[src/rtl/mlp_seq_pkg.sv]
`default_nettype none
// ============================================================================
// Module      : mlp_seq_pkg
// Description : Shared state encoding and constants for the MLP layer
//               sequencer.
// Revision    : 1.0 - initial release
// ============================================================================
package mlp_seq_pkg;

    typedef enum logic [2:0] {
        S_IDLE        = 3'd0,
        S_START       = 3'd1,
        S_CIM_WAIT_HI = 3'd2,
        S_CIM_WAIT_LO = 3'd3,
        S_NEXT_WAIT   = 3'd4,
        S_FUNC        = 3'd5,
        S_FUNC_WAIT   = 3'd6
    } seq_state_e;

    // Cycles of FUNC_WAIT during which layer busy has not yet risen.
    localparam int FUNC_BUSY_SKIP = 1;
    localparam int SKIP_W = (FUNC_BUSY_SKIP < 2) ? 1 : $clog2(FUNC_BUSY_SKIP + 1);

    function automatic int wdog_width(input int cycles);
        return (cycles < 1) ? 1 : $clog2(cycles + 1);
    endfunction

endpackage
`default_nettype wire

[src/rtl/layer_seq_fsm.sv]
`default_nettype none
// ============================================================================
// Module      : layer_seq_fsm
// Description : One fc_layer's start/CIM/func sequencing FSM with pulse
//               outputs; optional wait-state watchdog (SEQ_WATCHDOG_EN).
// Revision    : 1.0 - initial release
// ============================================================================
module layer_seq_fsm
    import mlp_seq_pkg::*;
#(
    parameter int WDOG_CYCLES = 65535,
    parameter int WDOG_W      = 16
) (
    input  logic clk,
    input  logic rst,
    input  logic i_start_req,
    input  logic i_cim_busy,
    input  logic i_layer_busy,
    input  logic i_next_busy,
    output logic o_start,
    output logic o_func_start,
    output logic o_done,
    output logic o_active,
    output logic o_error
);

    seq_state_e        r_state;
    logic [SKIP_W-1:0] r_skip_cnt;
    logic              w_skip_done;
    logic              w_timeout;

    assign w_skip_done  = (r_skip_cnt >= SKIP_W'(FUNC_BUSY_SKIP));
    assign o_start      = (r_state == S_START);
    assign o_func_start = (r_state == S_FUNC);
    assign o_active     = (r_state != S_IDLE);
    assign o_done       = (r_state == S_FUNC_WAIT) && w_skip_done && !i_layer_busy && !w_timeout;

    always_ff @(posedge clk) begin
        if (rst) begin
            r_state    <= S_IDLE;
            r_skip_cnt <= '0;
        end else begin
            case (r_state)
                S_IDLE:        if (i_start_req)  r_state <= S_START;
                S_START:       r_state <= S_CIM_WAIT_HI;
                S_CIM_WAIT_HI: if (i_cim_busy)   r_state <= S_CIM_WAIT_LO;
                S_CIM_WAIT_LO: if (!i_cim_busy)  r_state <= S_NEXT_WAIT;
                S_NEXT_WAIT:   if (!i_next_busy) r_state <= S_FUNC;
                S_FUNC: begin
                    r_state    <= S_FUNC_WAIT;
                    r_skip_cnt <= '0;
                end
                S_FUNC_WAIT: begin
                    if (o_done)
                        r_state <= S_IDLE;
                    else if (!w_skip_done)
                        r_skip_cnt <= r_skip_cnt + SKIP_W'(1);
                end
                default:       r_state <= S_IDLE;
            endcase
            // An expired watchdog abandons the layer without a done pulse.
            if (w_timeout)
                r_state <= S_IDLE;
        end
    end

`ifdef SEQ_WATCHDOG_EN
    logic [WDOG_W-1:0] r_wdog;
    logic              r_error;
    logic              w_in_wait;
    logic              w_leave;

    assign w_in_wait = (r_state == S_CIM_WAIT_HI) || (r_state == S_CIM_WAIT_LO)
                    || (r_state == S_FUNC_WAIT);
    // Any exit from the current wait state restarts the count for the next one.
    assign w_leave   = ((r_state == S_CIM_WAIT_HI) && i_cim_busy)
                    || ((r_state == S_CIM_WAIT_LO) && !i_cim_busy)
                    || ((r_state == S_FUNC_WAIT) && o_done);
    assign w_timeout = w_in_wait && (r_wdog == WDOG_W'(WDOG_CYCLES));
    assign o_error   = r_error;

    always_ff @(posedge clk) begin
        if (rst) begin
            r_wdog  <= '0;
            r_error <= 1'b0;
        end else begin
            if (w_timeout)
                r_error <= 1'b1;
            if (!w_in_wait || w_leave || w_timeout)
                r_wdog <= '0;
            else
                r_wdog <= r_wdog + WDOG_W'(1);
        end
    end
`else
    logic [WDOG_W-1:0] w_unused_wdog;

    assign w_unused_wdog = WDOG_W'(WDOG_CYCLES);
    assign w_timeout     = 1'b0;
    assign o_error       = 1'b0;
`endif

endmodule
`default_nettype wire

[src/rtl/mlp_layer_sequencer.sv]
`default_nettype none
// ============================================================================
// Module      : mlp_layer_sequencer
// Description : Schedules a pipelined chain of fc_layer stages: frame
//               handshake, done chaining and downstream back-pressure.
//               Optional watchdog enabled by SEQ_WATCHDOG_EN.
// Revision    : 1.0 - initial release
// ============================================================================
module mlp_layer_sequencer
    import mlp_seq_pkg::*;
#(
    parameter int N_LAYERS    = 5,
    parameter int WDOG_CYCLES = 65535,
    parameter int WDOG_W      = wdog_width(WDOG_CYCLES)
) (
    input  logic                clk,
    input  logic                rst,
    input  logic                i_frame_valid,
    output logic                o_frame_ready,
    output logic                o_frame_done,
    input  logic                i_sink_busy,
    output logic [N_LAYERS-1:0] o_start,
    output logic [N_LAYERS-1:0] o_func_start,
    input  logic [N_LAYERS-1:0] i_cim_busy,
    input  logic [N_LAYERS-1:0] i_layer_busy,
    output logic [N_LAYERS-1:0] o_next_busy,
    output logic [N_LAYERS-1:0] o_active,
    output logic [N_LAYERS-1:0] o_error
);

    logic [N_LAYERS-1:0] w_done;
    logic [N_LAYERS-1:0] w_start_req;

    assign o_frame_ready = !o_active[0];
    assign o_frame_done  = w_done[N_LAYERS-1];

    generate
        for (genvar k = 0; k < N_LAYERS; k++) begin : g_layer
            if (k == 0) begin : g_head
                assign w_start_req[k] = i_frame_valid && o_frame_ready;
            end else begin : g_chain
                // Safe: layer k+1 is IDLE whenever layer k can finish.
                assign w_start_req[k] = w_done[k-1];
            end

            if (k == N_LAYERS - 1) begin : g_tail
                assign o_next_busy[k] = i_sink_busy;
            end else begin : g_mid
                assign o_next_busy[k] = o_active[k+1];
            end

            layer_seq_fsm #(
                .WDOG_CYCLES (WDOG_CYCLES),
                .WDOG_W      (WDOG_W)
            ) u_fsm (
                .clk          (clk),
                .rst          (rst),
                .i_start_req  (w_start_req[k]),
                .i_cim_busy   (i_cim_busy[k]),
                .i_layer_busy (i_layer_busy[k]),
                .i_next_busy  (o_next_busy[k]),
                .o_start      (o_start[k]),
                .o_func_start (o_func_start[k]),
                .o_done       (w_done[k]),
                .o_active     (o_active[k]),
                .o_error      (o_error[k])
            );
        end
    endgenerate

endmodule
`default_nettype wire

[config.mk]
export PLATFORM = sky130hd
export DESIGN_NAME = mlp_layer_sequencer
export DESIGN_NICKNAME = d
export VERILOG_FILES = /design/src/rtl/mlp_seq_pkg.sv /design/src/rtl/layer_seq_fsm.sv /design/src/rtl/mlp_layer_sequencer.sv
export SDC_FILE = /design/constraint.sdc
export NUM_CORES = 1
export LEC_CHECK = 0
export CORE_UTILIZATION = 50
export DETAILED_ROUTE_END_ITERATION = 7
export PLACE_DENSITY = 0.91
export RECOVER_POWER = 100
export SYNTH_ARGS = -nofsm -noshare
export SYNTH_HDL_FRONTEND = slang
export SYNTH_SLANG_ARGS = --single-unit
[constraint.sdc]
create_clock -name clk -period 2.1 [get_ports clk]
set_input_delay 0.315 -clock clk [delete_from_list [all_inputs] [get_ports clk]]
set_output_delay 0.315 -clock clk [all_outputs]
set_load 0.02 [all_outputs]
==> results.py <==
metrics = {
    "drt": {
        "viasPerCell": 5.82,
        "ant_nets": 0,
        "drtIter0Drc": 20,
        "via_count": 1188,
        "drcViolationCount": 0,
        "routed_wl_mm": 2.76,
        "drtPass1Iterations": 4,
        "wl_per_cell_um": 13.5,
    },
    "finish": {
        "final_cell_mix": "clkdlybuf4s50_1, nand2b_1, dfxtp_1",
        "area_growth_pct": 13.6,
        "final_common_cell": "clkdlybuf4s50_1",
        "final_cells": 204,
        "nNetsFinal": 189,
        "drive_above_1_share_pct": 8.62,
        "n_antenna_cell": 0,
    },
    "yosys": {
        "synth-edff-count": 0,
        "ys.flop_type": "dfxtp_1",
        "synth_top_cell_by_area": "dfxtp_1",
        "syn_avg_cell_area_um2": 8.17,
        "synthArstFlopShare_pct": 0,
        "ys_types": 45,
        "synth.top_cell.area_share_pct": 29.7,
        "synth_area_um2": 1350,
        "seq_area_frac_synth_pct": 29.7,
        "yosys-top-cells-area": "dfxtp_1, buf_4, nand2b_1, a21oi_1, nor2_1",
        "yosysWarnings": 0,
        "ys_ff_latch": 20,
        "syn_inst": 165,
    },
    "timing": {
        "fin_crit_ps": 2040,
        "fmax_mhz": 489,
        "rsz0062_at_grt": "false",
        "hold_viol": 0,
        "setup_slack_ps": 56.6,
        "slew_viol_final": 0,
        "timing.setup.tns_ps": 0,
        "min_period_over_period_pct": 97.3,
        "fin_skew_ps": 6.04,
        "setup_viol_count_final": 0,
    },
    "floorplanning": {
        "rows": 18,
        "design.die.area_um2": 2910,
        "io_pins": 41,
        "die_h_um": 53.9,
        "start_util_pct": 53.4,
        "coreArea_um2": 2520,
        "die_x_um": 53.9,
    },
    "clock_tree": {
        "clock-sinks": 20,
        "ctsHoldBuffers": 0,
        "clk_path_buf_depth": 2,
        "clock_latency_ps": 310,
        "ctsHtreeMaxLevel": 1,
        "cts_tree": "built",
        "path_clk_slew_ps": 120,
        "cts_made_buffers": 3,
        "postCtsSetupBuffers": 0,
        "root_buffer": "clkbuf_4",
    },
    "worst_setup_path": {
        "crit_buf_inv": 1,
        "start_kind": "flop",
        "end_kind": "primary output",
        "critPathSlowestCell": "clkdlybuf4s50_1",
        "crit_chain": "or3_1 > clkdlybuf4s50_1",
        "worst_path_dominant_cell_family": "buffers and inverters",
        "cp_data_required_time_ps": 1780,
        "crit_fanout": 10,
        "slowest_delay_ps": 560,
        "path_class": "reg2out",
        "critPathArrivalTime_ps": 1730,
    },
    "global_routing": {
        "grt_max_degree": 13,
        "antenna_found_initial": 0,
        "gr-total-overflow": 0,
        "gr-usage-all-layers_pct": 21.1,
        "grt_pass1_wl_mm": 4.46,
        "grt_pass1_vias": 1037,
    },
    "place": {
        "dp.cells": 200,
        "dp_slack_ps": 72.7,
        "place.gp.congestion": 0.809,
        "io_buffers": 35,
        "hpwl_mm": 2.05,
    },
    "power": {
        "p_per_area_nw_per_um2": 808,
        "comb_power_share_pct": 39.0,
        "p_leak_uw": 0.000548,
        "p_int_uw": 784,
        "p_clk_share_pct": 18.7,
        "peakVddDrop_mv": 0.634,
        "swShare_pct": 36.6,
        "netSwitchingPower_uw": 453,
        "seqPwrFrac_pct": 42.3,
    },
    "worst_hold_path": {
        "hp-class": "reg2reg",
    },
    "run": {
        "cap_violations": 0,
    },
    "outcome": {
        "status": "complete, no violations",
    },
}
per-stage QoR:
stage / total power [uW] / hold slack [ps] / area, um^2 / util, %
2_1_floorplan: 922 / 442 / 1360 / -
3_3_place_gp: 1020 / 450 / 1530 / 60.5
3_5_place_dp: 1030 / 465 / 1530 / 60.5
4_1_cts: 1260 / 483 / 1560 / 61.9
5_1_grt: 1300 / 501 / 1530 / 60.7
6_report: 1240 / 484 / 1530 / 60.7
logic make-up after synthesis:
kind of cell | synth area share [%]
buf+inv | 19.4
flops | 29.7
compound gates | 20.3
simple gates | 29.5
mux | 0.743
other cells | 0.278
path summary, 6_finish.rpt:
check	from	endpoint	slack (ps)	cells after the start
hold reg to reg	g_layer[3].u_fsm.r_skip_cnt	g_layer[3].u_fsm.r_skip_cnt	480	2
setup / recovery	g_layer[4].u_fsm.r_state[1]	o_next_busy[3]	60	2
setup reg to reg	g_layer[3].u_fsm.r_state[1]	g_layer[2].u_fsm.r_state[0]	670	3
hold / removal	g_layer[3].u_fsm.r_skip_cnt	g_layer[3].u_fsm.r_skip_cnt	480	2
layer usage:
metal	track usage (%)	vias up	part of all wire (%)
met5	0	-	0
met4	11.4	0	1.4
met3	3.11	4	4.1
met2	37.9	29	52
met1	23.7	574	42
li1	-	581	-
flip-flops by register name, summed over array words and instances, names as in the netlist:
name / cells
g_layer.u_fsm.r_state: 15
g_layer.u_fsm.r_skip_cnt: 5
worst register-to-register path, stage by stage (launching register included):
cell,delay (ps)
dfxtp_1,420
or3_1,470
o41a_1,390
o31ai_1,60
synthesized netlist by cell type, drive strengths merged, types with 2 or more instances:
| master | count |
|---|---|
| o21ai | 2 |
| or4b | 2 |
| nor3 | 5 |
| a2bb2oi | 4 |
| nand3b | 5 |
| clkbuf | 9 |
| nand2 | 3 |
| a31oi | 4 |
| nor4bb | 3 |
| nand2b | 14 |
| nor2b | 3 |
| nor2 | 13 |
| a21oi | 12 |
| or3 | 6 |
| buf | 27 |
| a311oi | 4 |
| inv | 6 |
| dfxtp | 20 |
| or4bb | 2 |
power by group through the flow:
stage / registers (uW) / logic (uW) / clock network, uW
after global placement: 520 / 496 / 0
after global routing: 534 / 522 / 248
final: 522 / 482 / 232
after detailed placement: 526 / 509 / 0
after floorplan: 460 / 462 / 0
after CTS: 519 / 500 / 237
final cells by class:
cell class	count	area [um^2]
Timing Repair Buffer	37	329
Fill cell	235	992
Tap cell	30	37.5
Clock buffer	4	36.3
Sequential cell	20	408
Multi-Input combinational cell	107	697
Inverter	6	22.5
timing repair:
| item | CTS | global route |
|---|---|---|
| endpoints found under the hold margin | 0 | 0 |
| cloned | 0 | 0 |
| resized for setup | 1 | 11 |
| endpoints found under the setup margin | 1 | 11 |
No activity file was read; power rests on OpenSTA's default activity.
==> variant 1, RTL diff (same flow settings) <==
Change the parameter `N_LAYERS` from 5 to 10.
--- a/src/rtl/mlp_layer_sequencer.sv
+++ b/src/rtl/mlp_layer_sequencer.sv
@@ -9,7 +9,7 @@
 module mlp_layer_sequencer
     import mlp_seq_pkg::*;
 #(
-    parameter int N_LAYERS    = 5,
+    parameter int N_LAYERS    = 10,
     parameter int WDOG_CYCLES = 65535,
     parameter int WDOG_W      = wdog_width(WDOG_CYCLES)
 ) (
Interface: changed (7 resized); port bits go from 41 to 76. No check against the original RTL was run, so the function may have changed too.
==> variant 1 against the unedited design <==
Routed wire length increased by 83%; synthesized area up 100%; worst setup slack better by 0.024 ns; register-to-register slack got worse by 0.04 ns; sequential cell count rose by 20; via count is 98% higher; clock skew down 0.0018 ns; power is 70% higher; final area rose by 97%; critical endpoint is now o_next_busy[6].
==> variant 1: results (changes against the unedited design) <==
The proportion of layout cells with a drive suffix above 1 is 4.55% (was 8.62%). The global router's overall resource usage came out at 18.1% (was 21.1%). The number of cells in the design after placement came out at 436 (was 200).

The routability congestion estimate from global placement is 0.839 (was 0.809). The maximum ir drop on the vdd rail came out at 0.361 mV (was 0.634 mV). Outcome: complete, no violations (unchanged).

The smallest hold slack is 0.495 ns (was 0.484 ns). The CTS H-tree depth is 2 (was 1). The worst slack at placement is 0.0904 ns (was 0.0727 ns). The arrival time reported for the critical path endpoint was 1.70 ns (was 1.73 ns).

The worst clock skew is 0.00422 ns (was 0.00604 ns). The average wire length per cell after detail routing is 11.4 um (was 13.5 um). The launching element of the worst setup path was g_layer[7].u_fsm.r_state[0] (was g_layer[4].u_fsm.r_state[1]).

The placed wire-length estimate is 3670 um (was 2050 um). The clock tree root buffer cell was sky130_fd_sc_hd__clkbuf_8 (was sky130_fd_sc_hd__clkbuf_4). Top post-synthesis cells by area: sky130_fd_sc_hd__dfxtp_1 30%, sky130_fd_sc_hd__buf_4 14%, sky130_fd_sc_hd__a21oi_1 7.4%, sky130_fd_sc_hd__nor2_1 7.2%, sky130_fd_sc_hd__clkbuf_1 2.9% (was sky130_fd_sc_hd__dfxtp_1 30%, sky130_fd_sc_hd__buf_4 14%, sky130_fd_sc_hd__nand2b_1 6.5%, sky130_fd_sc_hd__a21oi_1 4.5%, sky130_fd_sc_hd__nor2_1 3.6%). The clock slew seen by the registers of the worst setup and hold paths is 0.07 ns (was 0.12 ns). The insertion delay of the later-clocked pin in the worst-skew pair came to 0.29 ns (was 0.31 ns). The setup slack of the critical path after layout is 0.0803 ns (was 0.0566 ns). The launch instance of the worst min-delay path is g_layer[9].u_fsm.r_skip_cnt (was g_layer[3].u_fsm.r_skip_cnt). The startpoint of the lowest-slack register-to-register path was g_layer[2].u_fsm.r_state[0] (was g_layer[3].u_fsm.r_state[1]). The clock tree buffer depth is 2 (unchanged). The number of global-route vias before repair is 1878 (was 1037). The part of the Yosys area used for sequential elements is 29.6% (was 29.7%). The slack of the worst reg-to-reg path came to 0.63 ns (was 0.67 ns). Largest registers ranked by flip-flop count: g_layer.u_fsm.r_state x30, g_layer.u_fsm.r_skip_cnt x10 (was g_layer.u_fsm.r_state x15, g_layer.u_fsm.r_skip_cnt x5). The number of violations reported at the end of detailed-routing iteration 0 came out at 139 (was 20). The count of vias placed by the detailed router is 2350 (was 1188). The static leakage is 1.10 nW (was 0.548 nW). The overall routed net length is 5070 um (was 2760 um).

The wire length of the first global-routing pass came out at 8040 um (was 4460 um). The number of buffers inserted during clock tree synthesis was 5 (was 3). The layout net count is 397 (was 189). The largest net degree at the start of global routing is 22 (was 13).
## variant 1: cell types whose count changed after synthesis, moves of 4 or more
cell and change:
sky130_fd_sc_hd__nor3_1 +4, sky130_fd_sc_hd__a21oi_1 +28, sky130_fd_sc_hd__a211oi_1 +7, sky130_fd_sc_hd__dfxtp_1 +20, sky130_fd_sc_hd__buf_4 +27, sky130_fd_sc_hd__nand2_1 +11, sky130_fd_sc_hd__nor4b_1 +5, sky130_fd_sc_hd__clkbuf_1 +13
sky130_fd_sc_hd__inv_1 +13, sky130_fd_sc_hd__nor2_1 +39, sky130_fd_sc_hd__nor2b_1 +9, sky130_fd_sc_hd__o21ai_0 +13, sky130_fd_sc_hd__nand3_1 +5
## variant 1: power groups by stage
stage                     logic (mW)  clock network, mW  registers (mW)
after global routing           0.730              0.563           0.953
after detailed placement       0.681                  0           0.950
after CTS                      0.683              0.536           0.933
after floorplan                0.624                  0           0.878
final                          0.653              0.517           0.936
after global placement         0.667                  0           0.944
## variant 1: final timing paths
path	to	cells after the start
hold reg to reg	g_layer[9].u_fsm.r_skip_cnt	2
setup reg to reg	g_layer[1].u_fsm.r_state[0]	3
hold / removal	g_layer[9].u_fsm.r_skip_cnt	2
setup / recovery	o_next_busy[6]	2
## variant 1: cell type report
type	instances	area share (%)
multi-input combinational	239	44.1
sequential	40	26.7
timing repair buffer	68	20.9
clock buffer	8	2.99
tap	70	2.90
inverter	19	2.36
## variant 1: kinds of logic after synthesis
family,count (synthesis),synth area share (%)
flip-flops,40,29.6
buffers and inverters,99,22.2
AO/OA/AOI/OAI,84,19.0
AND/OR/NAND/NOR,143,28.4
other,1,0.138
multiplexers,2,0.739
## variant 1: metal layers
layer,vias to the layer above,part of all wire [%],GRT usage [%]
li1,1220,-,-
met1,1056,48,23.1
met2,70,46,30.2
met3,4,5.2,4.10
met4,0,0.77,6.17
met5,-,0,0
## variant 1: stage by stage
| stage | cell area, um2 | utilization [%] |
|---|---|---|
| final | 3020 | 58.3 |
| after global routing | 3020 | 58.3 |
| after CTS | 3070 | 59.3 |
| after detailed placement | 2970 | 57.5 |
| after global placement | 2970 | 57.5 |
| after floorplan | 2740 | - |
## variant 1: worst max-delay path, stage by stage (launching register included)
cell,delay (ns)
sky130_fd_sc_hd__dfxtp_1,0.39
sky130_fd_sc_hd__or3_1,0.46
sky130_fd_sc_hd__clkdlybuf4s50_1,0.57
## variant 1: repair_timing
item | in CTS | in global routing
endpoints found under the setup margin | 1 | 9
resized for setup | 1 | 9
cloned | 0 | 0
hold endpoints to repair | 0 | 0
==> variant 2, RTL diff (config.mk and constraints unchanged) <==
Without the edit above. The 7 states of `seq_state_e` get a one-hot encoding in 7 bits.
--- a/src/rtl/mlp_seq_pkg.sv
+++ b/src/rtl/mlp_seq_pkg.sv
@@ -7,14 +7,14 @@
 // ============================================================================
 package mlp_seq_pkg;
 
-    typedef enum logic [2:0] {
-        S_IDLE        = 3'd0,
-        S_START       = 3'd1,
-        S_CIM_WAIT_HI = 3'd2,
-        S_CIM_WAIT_LO = 3'd3,
-        S_NEXT_WAIT   = 3'd4,
-        S_FUNC        = 3'd5,
-        S_FUNC_WAIT   = 3'd6
+    typedef enum logic [6:0] {
+        S_IDLE        = 7'b0000001,
+        S_START       = 7'b0000010,
+        S_CIM_WAIT_HI = 7'b0000100,
+        S_CIM_WAIT_LO = 7'b0001000,
+        S_NEXT_WAIT   = 7'b0010000,
+        S_FUNC        = 7'b0100000,
+        S_FUNC_WAIT   = 7'b1000000
     } seq_state_e;
 
     // Cycles of FUNC_WAIT during which layer busy has not yet risen.
Formal check against the unedited RTL: same outputs for any inputs over 10 cycles, from zero or initial values and one cycle with rst high; not proved beyond that.
==> variant 2 against the unedited design <==
The run now ends with setup timing left; sequential cell count grew 20; critical path type unchanged; synthesized area up 85%; via count up 120%; fmax decreased by 7.4%; final cell count rose by 120%; final area is 120% higher; synthesized cell count up 94%; clock skew up 0.0011 ns; worst setup slack got worse by 0.16 ns; sequential share of layout area fell by 2.3 points; die area rose by 81%; routed wire length increased to 2.6 times the old value; power rose by 97%; combinational power increased by 88%.
==> variant 2: results (changes against the unedited design) <==
The global router's overall resource usage is 27.8% (was 21.1%). The largest driver fanout on the critical path came to 3 (was 10). Ranking of synthesized cells by instance count: 40 x sky130_fd_sc_hd__dfxtp_1, 34 x sky130_fd_sc_hd__nor2_1, 25 x sky130_fd_sc_hd__buf_4 (was 25 x sky130_fd_sc_hd__buf_4, 20 x sky130_fd_sc_hd__dfxtp_1, 14 x sky130_fd_sc_hd__nand2b_1). The count of vias placed by the detailed router came out at 2670 (was 1188). The number of global-route vias before repair came out at 2516 (was 1037).

The arrival time reported for the critical path endpoint is 1.89 ns (was 1.73 ns). The post-synthesis cell type count came out at 53 (was 45). The static leakage came to 1.35 nW (was 0.548 nW).

The number of violations reported at the end of detailed-routing iteration 0 is 274 (was 20). The proportion of layout cells with a drive suffix above 1 came out at 25.2% (was 8.62%). The setup-violating endpoint count in the final report is 4 (was 0). The XOR/XNOR share of the synthesized area is 1.76% (was 0%). The mux contribution to synthesized area was 1.26% (was 0.743%).

The synthesized-area fraction occupied by ao, oa, aoi and oai cells is 16.8% (was 20.3%). The number of iterations in the first detailed-routing pass is 5 (was 4). Largest registers ranked by flip-flop count: g_layer.u_fsm.r_state x35, g_layer.u_fsm.r_skip_cnt x5 (was g_layer.u_fsm.r_state x15, g_layer.u_fsm.r_skip_cnt x5).

The final reports fail on setup timing. The overall routed net length came out at 7210 um (was 2760 um). The placed wire-length estimate is 4740 um (was 2050 um).

The CTS H-tree depth is 2 (was 1). Top post-synthesis cells by area: sky130_fd_sc_hd__dfxtp_1 32%, sky130_fd_sc_hd__buf_4 7.5%, sky130_fd_sc_hd__nor2_1 5.1%, sky130_fd_sc_hd__nand2b_1 3.5%, sky130_fd_sc_hd__a21oi_1 3.4% (was sky130_fd_sc_hd__dfxtp_1 30%, sky130_fd_sc_hd__buf_4 14%, sky130_fd_sc_hd__nand2b_1 6.5%, sky130_fd_sc_hd__a21oi_1 4.5%, sky130_fd_sc_hd__nor2_1 3.6%). The final sum of negative setup slack is -0.218 ns (was 0 ns). The largest net degree at the start of global routing is 14 (was 13).

The yosys synthesis warning count is 0 (unchanged). The worst clock skew was 0.00711 ns (was 0.00604 ns). The depth of the most critical reg-to-reg path is 6 (was 3). The placed cell area came to 3080 um2 (was 1530 um2). The setup slack of the critical path after layout is -0.106 ns (was 0.0566 ns). The kind of path behind the tightest hold check is reg2reg (unchanged). The routability congestion estimate from global placement came out at 0.924 (was 0.809).

The wire length of the first global-routing pass was 11400 um (was 4460 um). The clock tree root buffer cell is sky130_fd_sc_hd__clkbuf_8 (was sky130_fd_sc_hd__clkbuf_4). The number of buffers inserted during clock tree synthesis is 5 (was 3).

Outcome: finished, violations left (was complete, no violations). The worst slack at placement came out at -0.217 ns (was 0.0727 ns). The clock slew seen by the registers of the worst setup and hold paths came out at 0.08 ns (was 0.12 ns).
variant 2: cell count changes in the layout (fill, tap and decap cells not counted), sizes merged, moves of 7 or more:
cell and change:
buf +50, clkdlybuf4s50 -10, dfxtp +20, dlygate4sd2 +11, inv +7, nand2 +17, nand3 +15, nor2 +21
nor3 +11, nor4 +12, o21ai +7
variant 2: power breakdown:
| group | internal [mW] | leakage [nW] | switching (mW) | total (mW) |
|---|---|---|---|---|
| registers | 0.800 | 0.323 | 0.0307 | 0.831 |
| logic | 0.431 | 0.965 | 0.474 | 0.905 |
| clock network | 0.420 | 0.0645 | 0.284 | 0.703 |
| total | 1.65 | 1.35 | 0.789 | 2.44 |
variant 2: layer usage:
metal	routed length [um]	track usage (%)	vias to the layer above
li1	-	-	1259
met4	146	12.2	0
met5	0	0	-
met3	444	4.03	16
met1	3030	35.9	1285
met2	3580	46.0	110
variant 2: path summary, 6_finish.rpt:
kind                            slack, ns                        start                           to
worst max register to register       0.02  g_layer[3].u_fsm.r_state[5]  g_layer[4].u_fsm.r_state[6]
worst min register to register       0.47  g_layer[4].u_fsm.r_skip_cnt  g_layer[4].u_fsm.r_skip_cnt
worst max-delay path                -0.11  g_layer[0].u_fsm.r_state[6]                o_frame_ready
worst min-delay path                 0.47  g_layer[4].u_fsm.r_skip_cnt  g_layer[4].u_fsm.r_skip_cnt
variant 2: layout make-up:
cell class | instances | area (um2)
Clock inverter | 1 | 30.0
Inverter | 13 | 48.8
Clock buffer | 7 | 96.3
Multi-Input combinational cell | 234 | 1530
Fill cell | 352 | 1460
Timing Repair Buffer | 86 | 697
Sequential cell | 40 | 803
Tap cell | 67 | 83.8
variant 2: cells by family after synthesis:
| logic type | count (synthesis) |
|---|---|
| XOR/XNOR | 5 |
| other | 1 |
| flip-flops | 40 |
| AND/OR/NAND/NOR | 161 |
| multiplexers | 3 |
| buffers and inverters | 50 |
| AO/OA/AOI/OAI | 60 |
variant 2: timing repair:
| action | CTS | global route |
|---|---|---|
| setup buffers | 0 | 1 |
| pin swaps | 1 | 1 |
| endpoints found under the setup margin | 23 | 15 |
| gates resized for setup | 55 | 21 |
| gates cloned | 0 | 0 |
variant 2: worst max-delay path, cell delays in order, from the launching register on:
cell,delay [ns]
sky130_fd_sc_hd__dfxtp_2,0.33
sky130_fd_sc_hd__or3_4,0.39
sky130_fd_sc_hd__or3_4,0.34
sky130_fd_sc_hd__or3_4,0.36
sky130_fd_sc_hd__inv_2,0.07
sky130_fd_sc_hd__buf_6,0.10
variant 2: through the flow:
step,std cells,hold WS [ns],power (mW),utilization (%)
4_1_cts,447,0.466,2.37,68.1
6_report,448,0.467,2.44,69.3
3_5_place_dp,439,0.455,1.66,64.8
2_1_floorplan,324,0.394,1.33,-
5_1_grt,448,0.486,2.53,69.3
3_3_place_gp,439,0.448,1.64,64.8
